## src/rtl/seq_gen_param.sv

```systemverilog
// Parametrised serial sequence generator: streams a captured pattern MSB-first.
// Optional LFSR mode (mode 11) is built only when SEQ_GEN_LFSR_EN is defined.
module seq_gen_param #(
   parameter int WIDTH = 16,
   parameter int CNT_W = 8
`ifdef SEQ_GEN_LFSR_EN
   ,
   parameter logic [WIDTH-1:0] LFSR_TAPS = 'hB400
`endif
) (
   input  logic                         clk,
   input  logic                         rst_n,
   input  logic                         start,
   input  logic                         stop,
   input  logic [WIDTH-1:0]             pattern,
   input  logic [$clog2(WIDTH+1)-1:0]   len,
   input  logic [1:0]                   mode,
   input  logic [CNT_W-1:0]             repeat_cnt,
   output logic                         data_out,
   output logic                         valid,
   output logic                         busy,
   output logic                         done
);

   localparam int LW = $clog2(WIDTH+1);
   localparam int IW = $clog2(WIDTH);

   typedef enum logic [1:0] {
      S_IDLE,
      S_SHIFT,
      S_DONE
   } state_t;

   state_t             r_state;
   state_t             w_next;
   logic [WIDTH-1:0]   r_pat;
   logic [IW-1:0]      r_idx;
   logic [IW-1:0]      r_last;
   logic [1:0]         r_mode;
   logic [CNT_W-1:0]   r_rep;

   logic [LW-1:0]      w_len;
   logic [IW-1:0]      w_last;
   logic               w_accept;
   logic               w_eop;
   logic               w_reload;
   logic               w_lfsr_mode;
   logic               w_bit;

   // Out-of-range lengths fall back to the full pattern width
   assign w_len = (len == '0 || len > LW'(WIDTH)) ? LW'(WIDTH) : len;
   assign w_last   = IW'(w_len - LW'(1));
   assign w_accept = (r_state == S_IDLE) && start && !stop;
   assign w_eop    = (r_idx == '0);
   assign w_reload = (r_mode == 2'b10) ||
                     ((r_mode == 2'b01) && (r_rep != '0));

`ifdef SEQ_GEN_LFSR_EN
   logic [WIDTH-1:0]   r_lfsr;

   assign w_lfsr_mode = (r_mode == 2'b11);
   assign w_bit = w_lfsr_mode ? r_lfsr[WIDTH-1] : r_pat[r_idx];
`else
   assign w_lfsr_mode = 1'b0;
   assign w_bit = r_pat[r_idx];
`endif

   always_ff @(posedge clk or negedge rst_n) begin
      if (!rst_n) begin
         r_state <= S_IDLE;
      end else begin
         r_state <= w_next;
      end
   end

   always_comb begin
      w_next = r_state;
      unique case (r_state)
         S_IDLE: begin
            if (w_accept) w_next = S_SHIFT;
         end
         S_SHIFT: begin
            if (stop) begin
               w_next = S_IDLE;
            end else if (!w_lfsr_mode && w_eop) begin
               w_next = w_reload ? S_SHIFT : S_DONE;
            end
         end
         S_DONE: begin
            w_next = S_IDLE;
         end
         default: begin
            w_next = S_IDLE;
         end
      endcase
   end

   always_comb begin
      valid    = (r_state == S_SHIFT);
      busy     = (r_state != S_IDLE);
      done     = (r_state == S_DONE);
      data_out = valid & w_bit;
   end

   always_ff @(posedge clk or negedge rst_n) begin
      if (!rst_n) begin
         r_pat  <= '0;
         r_idx  <= '0;
         r_last <= '0;
         r_mode <= '0;
         r_rep  <= '0;
`ifdef SEQ_GEN_LFSR_EN
         r_lfsr <= '0;
`endif
      end else if (w_accept) begin
         r_pat  <= pattern;
         r_idx  <= w_last;
         r_last <= w_last;
         r_mode <= mode;
         r_rep  <= repeat_cnt;
`ifdef SEQ_GEN_LFSR_EN
         r_lfsr <= (pattern == '0) ? '1 : pattern;
`endif
      end else if (r_state == S_SHIFT && !stop) begin
         if (w_eop) begin
            r_idx <= r_last;
            if (r_mode == 2'b01 && r_rep != '0) begin
               r_rep <= r_rep - 1'b1;
            end
         end else begin
            r_idx <= r_idx - 1'b1;
         end
`ifdef SEQ_GEN_LFSR_EN
         if (w_lfsr_mode) begin
            r_lfsr <= {r_lfsr[WIDTH-2:0], ^(r_lfsr & LFSR_TAPS)};
         end
`endif
      end
   end

endmodule

```

## config.mk

```make
export PLATFORM = sky130hd
export DESIGN_NAME = seq_gen_param
export DESIGN_NICKNAME = d
export VERILOG_FILES = /design/src/rtl/seq_gen_param.sv
export SDC_FILE = /design/constraint.sdc
export NUM_CORES = 1
export LEC_CHECK = 0
export CORE_MARGIN = 2
export CORE_UTILIZATION = 49
export CTS_CLUSTER_DIAMETER = 150
export DETAILED_ROUTE_END_ITERATION = 6
export GPL_TIMING_DRIVEN = 0
export PLACE_DENSITY = 0.88
export SLEW_MARGIN = 0
export SYNTH_ARGS = -nofsm -noshare
export SYNTH_HDL_FRONTEND = slang
export SYNTH_SLANG_ARGS = --single-unit
```

## constraint.sdc

```tcl
create_clock -name clk -period 2.74 [get_ports clk]
set_input_delay 0.274 -clock clk [delete_from_list [all_inputs] [get_ports clk]]
set_output_delay 0.274 -clock clk [all_outputs]
set_load 0.02 [all_outputs]
```

==> flow_summary.yaml, run 1 <==
layout:
  drive_above_1_share: 0.1098
  fin_area_um2: 2434
  final_cell_mix: "58 x nand2_1, 36 x clkdlybuf4s50_1, 35 x dfrtp_1"
  area_growth_syn_to_layout_pct: 29.75
  nets: 284
  layout_commonest_cell: "nand2_1"
  num_antenna_cells: 0
clock_network:
  cts.sinks: 36
  cts-buffers-inserted: 5
  hold_buffers: 0
  clk_pin_slew_ns: 0.07
  htreeDepth: 2
  cts_tree: "yes"
  clockRootBuffer: "clkbuf_8"
  clk_latency_ns: 0.29
  cts_max_path_buffers: 2
critical_path:
  cp.arrival_ns: 2.25
  r2r-start: "r_idx[0]$_DFFE_PN0P_"
  r2r_cells: 8
  r2r_slack_ns: 0.22
  critPathMaxFanout: 6
  crit_end: "data_out"
  r2r_end: "r_rep[7]$_DFFE_PN0P_"
  cp-startpoint: "r_idx[0]$_DFFE_PN0P_"
  critPathKind: "reg -> out"
  crit_path_start_kind: "register"
  crit_path_end_kind: "output port"
  cp.required_ns: 2.47
yosys:
  ys_ff_latch: 36
  async_flop_share: 1.000
  ys_warn_count: 0
  synthCells: 199
  netlist_area_um2: 1876
  syn-num-nets: 238
  syn_avg_cell_area_um2: 9.425
  ys.flop_type: "dfrtp_1"
  synth_edf_count: 0
  synth_cell_types: 36
  yosysSeqAreaShare: 0.4803
timing:
  worst_slew_pin_slew_ns: 0.7724
  period_share: 0.9215
  finClkSkew_ns: 0.001725
  max_slew_margin: 0.4851
  period_needed_ns: 2.525
  rsz0062_at_grt: "false"
  setup_viol: 0
  drv_slew: 0
  fmax_mhz: 396.1
  finalHoldViolCount: 0
die:
  die-area_um2: 4339
  start_util: 0.5123
  pin_count: 39
  die_h_um: 65.87
  coreArea_um2: 3661
  die_x_um: 65.87
  fp-row-count: 22
placed_design:
  portBuffers: 38
  place.detailed.hpwl_mm: 2.849
  place_congestion: 0.8903
  placed_area_um2: 2311
global_routing:
  grt-ovfl-total: 0
  grt_pass1_wl_mm: 7.003
  grt_max_degree: 37
  grt_usage: 0.2209
  antenna_found_initial: 0
  grt_pass1_vias: 1570
flow_run:
  cap_violations: 0
routing:
  wirelength_mm: 4.024
  ant_nets: 0
  drc: 0
  route.vias.total: 1558
  avgViaCountPerCell: 5.299
  wire_per_inst_um: 13.69
  drtIter0Drc: 108
  drt_pass1_iterations: 4
pwr:
  power_density_nw_per_um2: 701.6
  ir_drop_v: 0.0004848
  power_mw: 1.707
  p_leak_nw: 1.081
status:
  status: "completed"
hold_path:
  hp-class: "in -> async"
cell usage after synthesis, types with 3 or more instances:
cell      instances  area [um^2]
buf_6             3        33.78
nor3_1            6        30.03
a31oi_1           6        37.54
nor2b_1           4        25.02
nor2_1           14        52.55
nand2_1          58        217.7
dfrtp_1          36        900.9
ha_1              4        50.05
o21ai_0           9        45.04
mux4_2            5        112.6
a21oi_1           7        35.03
inv_1             6        22.52
a21o_1            3        22.52
clkbuf_1          7        26.28
xor2_1            4        35.03
power by group:
group / internal (mW) / total [mW] / switching, mW / leakage, nW
combinational: 0.266 / 0.470 / 0.204 / 0.595
clock: 0.270 / 0.460 / 0.190 / 0.0552
sequential: 0.652 / 0.777 / 0.125 / 0.431
total: 1.19 / 1.71 / 0.520 / 1.08
stage by stage:
step                      worst slack, ns  hold slack, ns  utilization  setup TNS, ns  std cells
after floorplan                    0.4448        -0.02159            -              0        199
after global placement            0.01039          0.4531       0.6326              0        285
after detailed placement         -0.02421          0.3949       0.6312       -0.02421        285
after CTS                          0.2098         0.08144       0.6647              0        294
after global routing              0.08847          0.1255       0.6647              0        294
final                              0.2152         0.05644       0.6647              0        294
layer usage:
metal / up-vias / share of wire / global-route usage
li1: 772 / - / -
met1: 730 / 0.42 / 0.2581
met2: 50 / 0.49 / 0.3763
met3: 6 / 0.063 / 0.05622
met4: 0 / 0.020 / 0.1068
met5: - / 0 / 0
logic make-up (layout without fill, tap and decap cells):
group                      count (synthesis)  after routing  synth area share
and+or+nand+nor                          102            102            0.2642
DFF                                       36             36            0.4803
AOI/OAI and AO/OA                         30             30           0.09673
buffers and inverters                     16             63           0.04403
xor gates and xnor gates                   6              6           0.02802
muxes                                      5              5           0.06004
adders and majority gates                  4              4           0.02669
flip-flops by register name (all words and copies together) (netlist names):
| name | cells |
|---|---|
| r_pat | 16 |
| r_rep | 8 |
| r_idx | 4 |
| r_last | 4 |
| r_mode | 2 |
| r_state | 2 |
worst min-delay path by stage:
stage	to	slack, ns	depth (start not counted)
after floorplan	r_idx[0]$_DFFE_PN0P_	-0.02	0
after global placement	r_last[1]$_DFFE_PN0P_	0.45	1
after detailed placement	r_pat[10]$_DFFE_PN0P_	0.39	1
after CTS	r_pat[10]$_DFFE_PN0P_	0.08	1
after global routing	r_pat[9]$_DFFE_PN0P_	0.13	1
final	r_pat[10]$_DFFE_PN0P_	0.06	1
layout make-up:
cell class,instances,area (um^2)
buffer,8,52.55
clock buffer,6,72.57
clock inverter,2,35.03
fill,297,1227
inverter,6,22.52
multi-input combinational,147,892.1
sequential,36,902.1
tap,48,60.06
timing repair buffer,41,396.6
what timing repair did:
item                                    CTS  global route
buffers inserted                          3             0
endpoints found under the setup margin    1             0
gates resized for setup                   2             0
worst max-delay path, stage by stage, from the launching register on:
cell and delay (ns):
dfrtp_2 0.48, mux4_2 0.55, mux4_2 0.46, and2_1 0.16
dlygate4sd2_1 0.31
Note: power is estimated with default switching activity, not from simulation.
==> run 2, diff against run 1 <==
--- a/config.mk
+++ b/config.mk
@@ -6,11 +6,12 @@
 export NUM_CORES = 1
 export LEC_CHECK = 0
 export CORE_MARGIN = 2
-export CORE_UTILIZATION = 49
+export CORE_UTILIZATION = 46
 export CTS_CLUSTER_DIAMETER = 150
 export DETAILED_ROUTE_END_ITERATION = 6
+export GPL_ROUTABILITY_DRIVEN = 0
 export GPL_TIMING_DRIVEN = 0
-export PLACE_DENSITY = 0.88
+export PLACE_DENSITY = 0.87
 export SLEW_MARGIN = 0
 export SYNTH_ARGS = -nofsm -noshare
 export SYNTH_HDL_FRONTEND = slang
==> constraint.sdc (replaced) <==
create_clock -name clk -period 2.2 [get_ports clk]
set_input_delay 0.22 -clock clk [delete_from_list [all_inputs] [get_ports clk]]
set_output_delay 0.22 -clock clk [all_outputs]
set_load 0.02 [all_outputs]
==> run 2 against run 1 <==
  * The flow now finishes with violations (hold timing, setup timing)
  * Power increased by 30%
  * First-iteration DRC count decreased by 19%
  * Worst hold slack got worse by 0.061 ns
  * Non-clock buffer count increased by 7
  * Critical path type unchanged
  * Largest power group unchanged
==> flow_summary.yaml, run 2 (synthesized netlist as in run 1, its figures left out) <==
status:
  status: "finished with violations"
  violations: "hold timing, setup timing"
critical_path:
  r2r-start: "r_idx[0]$_DFFE_PN0P_"
  cp.arrival_ns: 2.07
  r2r_end: "r_rep[5]$_DFFE_PN0P_"
  r2r_slack_ns: -0.01
  critPathKind: "reg -> out"
  cp.required_ns: 1.98
  critPathMaxFanout: 8
  r2r_cells: 9
  crit_path_start_kind: "register"
  crit_path_end_kind: "output port"
clock_network:
  htreeDepth: 2
  clk_latency_ns: 0.30
  cts-buffers-inserted: 5
  cts_max_path_buffers: 2
  clk_pin_slew_ns: 0.08
  hold_buffers: 0
  cts_tree: "yes"
  clockRootBuffer: "clkbuf_8"
  cts.sinks: 36
layout:
  top_register: "r_pat"
  final_cell_mix: "57 x nand2_1, 36 x clkdlybuf4s50_1, 36 x dfrtp_1"
  nets: 291
  num_antenna_cells: 0
  largest_reg_flops: 16
  layout_commonest_cell: "nand2_1"
  fin_area_um2: 2540
  area_growth_syn_to_layout_pct: 35.42
  drive_above_1_share: 0.1581
  top_regs: "r_pat: 16 flops, r_rep: 8 flops"
  fin_util: 0.6396
  n_fill_cell: 316
routing:
  drt_pass1_iterations: 4
  drc: 0
  ant_nets: 0
  wirelength_mm: 4.451
  route.vias.total: 1651
  avgViaCountPerCell: 5.449
  wire_per_inst_um: 14.69
  drtIter0Drc: 88
pwr:
  ir_drop_v: 0.0005215
  p_leak_nw: 1.123
  power_mw: 2.228
  power_density_nw_per_um2: 877.1
timing:
  setup_ws_ns: -0.09116
  period_share: 1.041
  period_needed_ns: 2.291
  fmax_mhz: 436.5
  finalHoldViolCount: 8
  hold_slack_ns: -0.004985
  max_slew_margin: 0.4674
  worst_slew_pin_slew_ns: 0.7989
  rsz0062_at_grt: "true"
  drv_slew: 0
  finClkSkew_ns: 0.01255
  setup_viol: 3
global_routing:
  antenna_found_initial: 0
  grt_usage: 0.2199
  grt_max_degree: 37
  grt_pass1_wl_mm: 7.320
  grt_pass1_vias: 1644
  grt-ovfl-total: 0
die:
  coreArea_um2: 3971
  die-area_um2: 4604
  start_util: 0.4723
  die_x_um: 67.86
  die_h_um: 67.86
  pin_count: 39
  fp-row-count: 23
placed_design:
  portBuffers: 38
  placed_area_um2: 2351
  place.detailed.hpwl_mm: 3.079
flow_run:
  cap_violations: 0
hold_path:
  hp-class: "in -> async"
-- run 2: cell count changes in the layout (fill, tap and decap cells not counted), sizes merged --
cell | before | now
buf | 7 | 15
clkbuf | 11 | 10
clkinvlp | 0 | 1
dlygate4sd2 | 1 | 0
-- run 2: critical path: stages, from the launching register on --
cell and delay (ns):
dfrtp_1 0.36, buf_8 0.15, mux4_2 0.52, mux4_2 0.47
and2_4 0.15, buf_6 0.12
-- run 2: report_power, final --
| group | switching [mW] | total, mW | internal (mW) |
|---|---|---|---|
| combinational | 0.319 | 0.708 | 0.388 |
| sequential | 0.120 | 0.930 | 0.810 |
| clock | 0.255 | 0.590 | 0.335 |
-- run 2: layout make-up --
| class | count | area (um^2) | area share |
|---|---|---|---|
| inverter | 6 | 27.53 | 0.01084 |
| sequential | 36 | 900.9 | 0.3547 |
| clock buffer | 5 | 68.82 | 0.02709 |
| multi-input combinational | 147 | 914.6 | 0.3601 |
| clock inverter | 3 | 42.54 | 0.01675 |
| buffer | 10 | 82.58 | 0.03251 |
| timing repair buffer | 46 | 440.4 | 0.1734 |
| tap | 50 | 62.56 | 0.02463 |
-- run 2: how the worst max path moves through the flow --
stage	startpoint	end	slack, ns	cells after the start
global placement	r_idx[0]$_DFFE_PN0P_	data_out	-0.20	5
global route	r_idx[0]$_DFFE_PN0P_	data_out	-0.14	5
detailed placement	r_idx[0]$_DFFE_PN0P_	r_rep[5]$_DFFE_PN0P_	-0.23	8
finish	r_idx[0]$_DFFE_PN0P_	data_out	-0.09	5
CTS	r_idx[0]$_DFFE_PN0P_	data_out	-0.12	5
floorplan	r_idx[0]$_DFFE_PN0P_	r_rep[5]$_DFFE_PN0P_	-0.03	8
-- run 2: timing repair --
| action | in CTS | in global routing |
|---|---|---|
| endpoints found under the hold margin | 0 | 0 |
| gates resized for setup | 7 | 7 |
| pin swaps | 8 | 3 |
| setup endpoints to repair | 8 | 8 |
| buffers inserted | 6 | 2 |
-- run 2: metrics by stage --
step                setup TNS, ns  setup WS, ns  std cells
global placement          -0.4775       -0.2011        287
detailed placement        -0.6733       -0.2276        287
global route              -0.4304       -0.1375        303
CTS                       -0.2084       -0.1211        301
finish                    -0.1002      -0.09116        303
floorplan                -0.02685      -0.02685        199
-- run 2: layer usage --
| metal | vias to the layer above | GRT usage | part of all wire |
|---|---|---|---|
| li1 | 790 | - | - |
| met1 | 802 | 0.2750 | 0.40 |
| met2 | 50 | 0.3701 | 0.52 |
| met3 | 9 | 0.04770 | 0.057 |
| met4 | 0 | 0.09250 | 0.016 |
| met5 | - | 0 | 0 |
==> run 3, diff against run 2 <==
--- a/config.mk
+++ b/config.mk
@@ -7,7 +7,7 @@
 export LEC_CHECK = 0
 export CORE_MARGIN = 2
 export CORE_UTILIZATION = 46
-export CTS_CLUSTER_DIAMETER = 150
+export CTS_CLUSTER_DIAMETER = 200
 export DETAILED_ROUTE_END_ITERATION = 6
 export GPL_ROUTABILITY_DRIVEN = 0
 export GPL_TIMING_DRIVEN = 0
==> results of run 3 <==
Final layout, timing and power as in run 2 (identical DEF).
